### src/rtl/fetch_sequencer.sv
// Instruction fetch: owns the PC, resolves JMP/CAL/RET with a return-address stack, and
// forwards all other words to execute. Define FETCH_PC_WRAP_FAULT_EN to fault on PC wrap.
module fetch_sequencer #(
    parameter int          ROM_WIDTH   = 21,
    parameter int          STACK_DEPTH = 8,
    parameter logic [15:0] RESET_PC    = 16'h0000
) (
    input  logic                         clk,
    input  logic                         rst,
    output logic [15:0]                  ADDR,
    input  logic [ROM_WIDTH-1:0]         data,
    output logic [ROM_WIDTH-1:0]         instr,
    output logic [15:0]                  instr_pc,
    output logic                         instr_valid,
    input  logic                         instr_ready,
    input  logic                         br_taken,
    input  logic [15:0]                  br_target,
    output logic [$clog2(STACK_DEPTH):0] sp,
    output logic                         fault,
    output logic                         halted
);

    localparam int              IDX_W   = $clog2(STACK_DEPTH);
    localparam int              SP_W    = IDX_W + 1;
    localparam logic [SP_W-1:0] SP_FULL = SP_W'(STACK_DEPTH);
    localparam logic [3:0]      OP_JMP  = 4'b0100;
    localparam logic [3:0]      OP_CAL  = 4'b0110;
    localparam logic [3:0]      OP_RET  = 4'b1000;

    typedef enum logic [0:0] {ST_RUN = 1'b0, ST_HALT = 1'b1} state_t;

    state_t               state_r, state_s;
    logic [15:0]          pc_r, pc_s;
    logic [ROM_WIDTH-1:0] instr_r, instr_s;
    logic [15:0]          ipc_r, ipc_s;
    logic                 valid_r, valid_s;
    logic [SP_W-1:0]      sp_r, sp_s;
    logic                 fault_r, fault_s;
    logic                 push_s;
    logic                 adv_s;
    logic [3:0]           opcode_s;
    logic [15:0]          operand_s;
    logic [15:0]          pc_inc_s;
    logic [IDX_W-1:0]     top_idx_s;
    logic [15:0]          stack_r [STACK_DEPTH];

    assign opcode_s  = data[ROM_WIDTH-1 -: 4];
    assign operand_s = data[15:0];
    assign pc_inc_s  = pc_r + 16'd1;
    assign top_idx_s = IDX_W'(sp_r - SP_W'(1));
    assign adv_s     = (state_r == ST_RUN) && (!valid_r || instr_ready);

    // Next-state and datapath decode; a redirect outranks everything, HALT absorbs all else.
    always_comb begin
        state_s = state_r;
        pc_s    = pc_r;
        instr_s = instr_r;
        ipc_s   = ipc_r;
        valid_s = valid_r;
        sp_s    = sp_r;
        fault_s = fault_r;
        push_s  = 1'b0;
        if (br_taken && (state_r == ST_RUN)) begin
            pc_s    = br_target;
            valid_s = 1'b0;
        end else if (state_r == ST_HALT) begin
            valid_s = 1'b0;
        end else if (adv_s) begin
            case (opcode_s)
                OP_JMP: begin
                    pc_s    = operand_s;
                    valid_s = 1'b0;
                end
                OP_CAL: begin
                    valid_s = 1'b0;
                    if (sp_r == SP_FULL) begin
                        fault_s = 1'b1;
                        state_s = ST_HALT;
                    end else begin
                        push_s = 1'b1;
                        sp_s   = sp_r + SP_W'(1);
                        pc_s   = operand_s;
                    end
                end
                OP_RET: begin
                    valid_s = 1'b0;
                    if (sp_r == {SP_W{1'b0}}) begin
                        fault_s = 1'b1;
                        state_s = ST_HALT;
                    end else begin
                        sp_s = sp_r - SP_W'(1);
                        pc_s = stack_r[top_idx_s];
                    end
                end
                default: begin
`ifdef FETCH_PC_WRAP_FAULT_EN
                    if (pc_r == 16'hFFFF) begin
                        fault_s = 1'b1;
                        state_s = ST_HALT;
                        valid_s = 1'b0;
                    end else begin
                        instr_s = data;
                        ipc_s   = pc_r;
                        valid_s = 1'b1;
                        pc_s    = pc_inc_s;
                    end
`else
                    instr_s = data;
                    ipc_s   = pc_r;
                    valid_s = 1'b1;
                    pc_s    = pc_inc_s;
`endif
                end
            endcase
        end else begin
            valid_s = valid_r;
        end
    end

    // Architectural state registers.
    always_ff @(posedge clk or posedge rst) begin
        if (rst) begin
            state_r <= ST_RUN;
            pc_r    <= RESET_PC;
            instr_r <= {ROM_WIDTH{1'b0}};
            ipc_r   <= 16'h0000;
            valid_r <= 1'b0;
            sp_r    <= {SP_W{1'b0}};
            fault_r <= 1'b0;
        end else begin
            state_r <= state_s;
            pc_r    <= pc_s;
            instr_r <= instr_s;
            ipc_r   <= ipc_s;
            valid_r <= valid_s;
            sp_r    <= sp_s;
            fault_r <= fault_s;
        end
    end

    // Return-address storage; contents are only read while occupancy is non-zero.
    always_ff @(posedge clk) begin
        if (push_s) begin
            stack_r[sp_r[IDX_W-1:0]] <= pc_inc_s;
        end
    end

    assign ADDR        = pc_r;
    assign instr       = instr_r;
    assign instr_pc    = ipc_r;
    assign instr_valid = valid_r;
    assign sp          = sp_r;
    assign fault       = fault_r;
    assign halted      = (state_r == ST_HALT);

endmodule

### config.mk
export PLATFORM = sky130hd
export DESIGN_NAME = fetch_sequencer
export DESIGN_NICKNAME = d
export VERILOG_FILES = /design/src/rtl/fetch_sequencer.sv
export SDC_FILE = /design/constraint.sdc
export NUM_CORES = 1
export LEC_CHECK = 0
export CORE_ASPECT_RATIO = 0.6
export CORE_UTILIZATION = 40
export CTS_CLUSTER_SIZE = 10
export DETAILED_ROUTE_END_ITERATION = 7
export PLACE_DENSITY = 0.62
export SLEW_MARGIN = 20
export SYNTH_ARGS = -nofsm -noshare
export SYNTH_HDL_FRONTEND = slang
export SYNTH_SLANG_ARGS = --single-unit
### constraint.sdc
create_clock -name clk -period 4.4 [get_ports clk]
set_clock_uncertainty 0.2 [all_clocks]
set_input_delay 1.32 -clock clk [delete_from_list [all_inputs] [get_ports clk]]
set_output_delay 1.32 -clock clk [all_outputs]
set_load 0.02 [all_outputs]
; ---- Yosys cells after proc, flatten, opt, wreduce, memory -nomap -nowiden
; Memories as Yosys holds them, arrays and structs flattened.
; Index checks and enable logic that the tools add are counted.
[classes]
addsub = 3
eq_ne = 11
muxes = 28
n_bitwise = 3
n_reduce_logical = 13
[ops]
columns = cell, n
row1 = $mux 16, 5
row2 = $pmux 16 s3, 1
row3 = $mux 1, 17
row4 = $add 16x1->16 const B, 1
row5 = $reduce_and 6->1, 2
row6 = $eq 4x3->1 const B, 2
row7 = $eq 4x4->1 const B, 2
row8 = $mux 4, 2
row9 = $ne 2x2->1 const B, 4
row10 = $pmux 4 s2, 1
row11 = $reduce_and 4->1, 2
row12 = $ne 3x3->1 const B, 2
row13 = $add 4x1->4 const B, 1
row14 = $logic_not 4->1, 1
row15 = $pmux 1 s2, 2
row16 = $reduce_bool 2->1, 2
row17 = $sub 4x1->4 const B, 1
row18 = $not 1->1, 3
row19 = $reduce_bool 3->1, 1
row20 = $reduce_or 3->1, 1
row21 = $logic_and 1x1->1, 2
row22 = $ne 2x1->1 const B, 1
row23 = $logic_not 1->1, 1
row24 = $logic_or 1x1->1, 1
[word_totals]
regBits = 60
mem_bits_rw = 128
output_inout_bits = 60
wordCells = 66
n_memories = 1
[mem_list]
columns = memory, words, width, read_ports, rd_ports_with_merged_regs, wr, line_no
row1 = stack_r, 8, 16, 1, 0, 1, 45  ; logic [15:0] stack_r [STACK_DEPTH];

; ---- Logic depth before layout (Yosys ltp)
[logic_depth]
word_depth = 8
mapped_depth = 12
depth_no_buf = 7

; ---- Worst setup path before layout
; OpenSTA, ideal clock, no wires.
[synth_path]
path_kind = input to register
startpoint = input data[17]
endpoint = memory stack_r[1][0] (enable)
t_arrival_ns = 3.607
slack_ns = 0.183
path_stages = 7
n_path_buf = 3
cell_sequence = buf_6 > nor3b_2 > buf_4 > buf_4 > nand4_1 > or2_2 > nor3_1
[synth_between]
elab_chain_len = 7
[synth_lines]
columns = item, line_no
row1 = start: declaration, 11  ; input logic [ROM_WIDTH-1:0] data,
row2 = $eq 4x3->1, 69  ; case (opcode_s)
row3 = $mux 1, 69
row4 = $mux 1, 68  ; end else if (adv_s) begin
row5 = $mux 1, 66  ; end else if (state_r == ST_HALT) begin
row6 = $mux 1, 63  ; if (br_taken && (state_r == ST_RUN)) begin
row7 = $mux 1, 143  ; if (push_s) begin
row8 = $mux 1 (implied by the code), 144  ; stack_r[sp_r[IDX_W-1:0]] <= pc_inc_s;
row9 = end: declaration, 45
; Every way passes these cells.

; ---- Worst setup path in the final report
[layout_path]
startpoint = input data[17]
endpoint = register instr_r[5] (netlist: instr[5])
[layout_between]
elab_chain_len = 4
elab_cells_between_ends = 6
cone_classes = eq/ne: 3 / bitwise: 1 / reduce/logical: 2
[layout_lines]
columns = item, line_no
row1 = $eq 4x4->1 or $eq 4x3->1 (tied branches), 69
row2 = $reduce_or 3->1 (no source line) (*), -
row3 = $not 1->1 (no source line) (*), -
row4 = $reduce_and 4->1 (no source line) (*), -
row5 = end signal: assignment, 125  ; instr_r <= {ROM_WIDTH{1'b0}};
row6 = end signal: assignment, 133  ; instr_r <= instr_s;
row7 = end: declaration, 34  ; logic [ROM_WIDTH-1:0] instr_r, instr_s;
; Mark *: on every way between the ends. The rest lies on a longest branch, timed or not.
; A chain may end at the register's enable or synchronous reset.

==> out/metrics.csv <==
stage,metric,value,unit
timing,final.setup.worst_slack,0.800,ns
final_layout,stdcell_count,864,
global_route,track_usage,0.195,
power,power,3.75,mW
power,pwr_density_cell,382,nW/µm²
floorplan,start_util,0.413,
clock_tree,cts-resized-gates,0,
floorplan,core,19200,µm²
global_route,grt_pass1_wl,28.8,mm
clock_tree,clkSinkCount,188,
setup_path,path_class,input pin to register,
place,portBuffers,100,
setup_path,crit_path_start,data[17],
setup_path,crit_slowest_cell,nor4b_4,
final_layout,n_fill_cell,1571,
timing,post-route-period-util,0.818,
global_route,grt_pass1_vias,4648,
logic_synthesis,synth.distinct_cells,50,
global_route,antenna_found_initial,0,
logic_synthesis,yosysTopAreaCell,edfxtp_1,
timing,relSlewSlack,0.305,
timing,fmax,278,MHz
final_layout,n_antenna_cell,0,
job,maxCapViolCount,0,
clock_tree,root_buffer,clkbuf_16,
worst_hold_path,hp-class,register to register,
logic_synthesis,syn_area_per_cell,16.7,µm²
power,leakage,3.48,nW
logic_synthesis,synth_edf_count,128,
global_route,grt_max_degree,47,
final_layout,synthToLayoutAreaGrowth,24.1,%
logic_synthesis,yosys_warnings,0,
logic_synthesis,netlist_top_cells_area,"edfxtp_1 (49%), dfrtp_1 (19%), mux4_2 (9.1%), mux2_2 (4.8%), xnor2_1 (1.5%)",
logic_synthesis,syn_area,7910,µm²
setup_path,crit_buf_inv,2,
final_layout,nets,630,
logic_synthesis,synthTopCellsByCount,"edfxtp_1 (128), dfrtp_1 (60), mux2_2 (34)",
final_layout,fin_area,9820,µm²
setup_path,end_kind,register,
logic_synthesis,ys_async_sr_fraction,0.319,
worst_hold_path,min_from,fault$_DFFE_PP0P_,
global_route,grt_remaining_overflow,0,
timing,rsz0062_at_grt,false,
timing,hold_viol,0,
clock_tree,clk_latency,0.43,ns
setup_path,start_kind,input pin,
routing,wirelength,19.0,mm
setup_path,path_max_fanout,30,
place,place_inst,832,
floorplan,die_h,111,µm
timing,tightest_slew,1.04,ns
routing,ant_nets,0,
clock_tree,cts.clk_slew.worst_paths,0.07,ns
setup_path,arrival,3.71,ns
timing,setup_viol,0,
clock_tree,clockBufferDepth,2,
setup_path,timing.rr.start,sp[1]$_DFFE_PP0P_,
routing,drc_errors,0,
timing,finalMaxSlewViolations,0,
floorplan,dieArea,20400,µm²
routing,route.vias.total,4813,
place,hpwl,13.0,mm
final_layout,drive_gt1_frac,0.216,
floorplan,fp-row-count,39,
routing,via_per_inst,5.57,
logic_synthesis,synth_top_area_frac,0.486,
routing,first_pass_iters,5,
logic_synthesis,synth.net_count,520,
clock_tree,cts_tree,yes,
setup_path,cp_cell_sequence,clkdlybuf4s50_1 > nor4b_4 > nor2_4 > nand2_1 > buf_4 > mux2_2,
place,pre_cts_ws,0.415,ns
routing,drtIter0Drc,530,
power,peakVddDrop,0.000320,V
place,dpl_cell_area,9220,µm²
place,gp_congestion,0.848,
logic_synthesis,seq_area_frac_synth,0.675,
logic_synthesis,netlist_instances,475,
timing,min_period,3.60,ns
setup_path,r2r_slack,1.24,ns
setup_path,max_stage_delay,0.66,ns
setup_path,timing.critical_path.max_delay_family,simple AND/OR/NAND/NOR gates,
status,status,finished clean,
clock_tree,hold_buffers,0,
floorplan,dieWidth,184,µm
setup_path,crit_required,4.51,ns
floorplan,pin_count,101,
logic_synthesis,ys.flop_type,edfxtp_1,
timing,setup_tns,0,ns
logic_synthesis,ys_ff_latch,188,
logic_synthesis,synth_most_common_cell,edfxtp_1,
routing,wl_per_cell,22.0,µm
clock_tree,cts_setup_buffers,0,
clock_tree,cts_max_level,4,
clock_tree,cts_made_buffers,17,
## worst paths after layout
| kind | endpoint | cells past startpoint |
|---|---|---|
| worst max-delay path | instr[5]$_DFFE_PP0P_ | 6 |
| worst min-delay path | fault$_DFFE_PP0P_ | 1 |
| worst max register to register | ADDR[10]$_DFFE_PP0P_ | 7 |
| worst min register to register | fault$_DFFE_PP0P_ | 1 |
| max in group asynchronous | instr_pc[9]$_DFFE_PP0P_ | 3 |
| min in group asynchronous | instr[16]$_DFFE_PP0P_ | 2 |
## power by group
group	internal (mW)	switching, mW	total (mW)	leakage, nW
Sequential	1.92	0.0236	1.94	1.91
Clock	0.895	0.667	1.56	0.280
Combinational	0.115	0.132	0.247	1.29
## kinds of logic (layout without fill, tap and decap cells)
group | after synthesis | in the layout | synth area share
AO/OA/AOI/OAI | 82 | 82 | 0.0742
flip-flops | 188 | 188 | 0.675
AND/OR/NAND/NOR | 77 | 77 | 0.0544
XOR/XNOR | 18 | 18 | 0.0199
buffers and inverters | 39 | 162 | 0.0291
multiplexers | 67 | 67 | 0.141
adder cells (fa/ha/maj) | 4 | 4 | 0.00632
## layer usage
| layer | vias up | part of all wire | track usage | routed length [µm] |
|---|---|---|---|---|
| li1 | 2106 | - | - | - |
| met1 | 2463 | 0.49 | 0.317 | 9330 |
| met2 | 235 | 0.40 | 0.256 | 7670 |
| met3 | 9 | 0.10 | 0.0535 | 1890 |
| met4 | 0 | 0.0056 | 0.0422 | 106 |
| met5 | - | 0 | 0 | 0 |
## worst reg2reg max path, stage by stage (launching register included)
cell and delay, ns:
dfrtp_1 0.50, inv_1 0.14, ha_1 0.29, buf_4 0.45, mux4_2 0.42, a221o_1 0.33, a211oi_1 0.54, a21oi_1 0.15
## sequential cells by signal, indices dropped and copies added, names as in the netlist
name and cells:
instr_valid 1, instr_pc 16, sp 4, instr 21, ADDR 16, halted 1, stack_r 128, fault 1
## placed cells by master (no fill, tap or decap), types with 3 or more instances in the layout
master	count
ha_1	4
o22ai_1	12
inv_1	9
and4_1	5
o21ai_0	14
o31ai_1	3
mux2_2	34
xor2_1	4
nand2_1	24
mux4_2	32
clkinv_2	3
clkinvlp_4	4
a22o_1	4
nand3_1	7
edfxtp_1	128
buf_4	20
a211oi_1	7
dfrtp_1	59
xnor2_1	14
a221oi_1	5
nor2_1	12
a21oi_1	15
clkdlybuf4s50_1	100
clkbuf_16	17
nand4_1	7
bufinv_16	3
a221o_1	11
## stage by stage
stage	utilization	hold WS [ns]
2_1_floorplan	-	0.378
3_3_place_gp	0.481	0.258
3_5_place_dp	0.481	0.277
4_1_cts	0.512	0.297
5_1_grt	0.512	0.309
6_report	0.512	0.299
## final cells by class
| class | instances | area, µm² | share of cell area |
|---|---|---|---|
| flip-flops and latches | 188 | 5350 | 0.545 |
| repair buffers | 120 | 1150 | 0.117 |
| inverters | 10 | 38.8 | 0.00395 |
| clock inverters | 14 | 169 | 0.0172 |
| well taps | 266 | 333 | 0.0339 |
| multi-input cells | 248 | 2350 | 0.239 |
| clock buffers | 18 | 429 | 0.0437 |
Power figures use the tool's default switching activity.
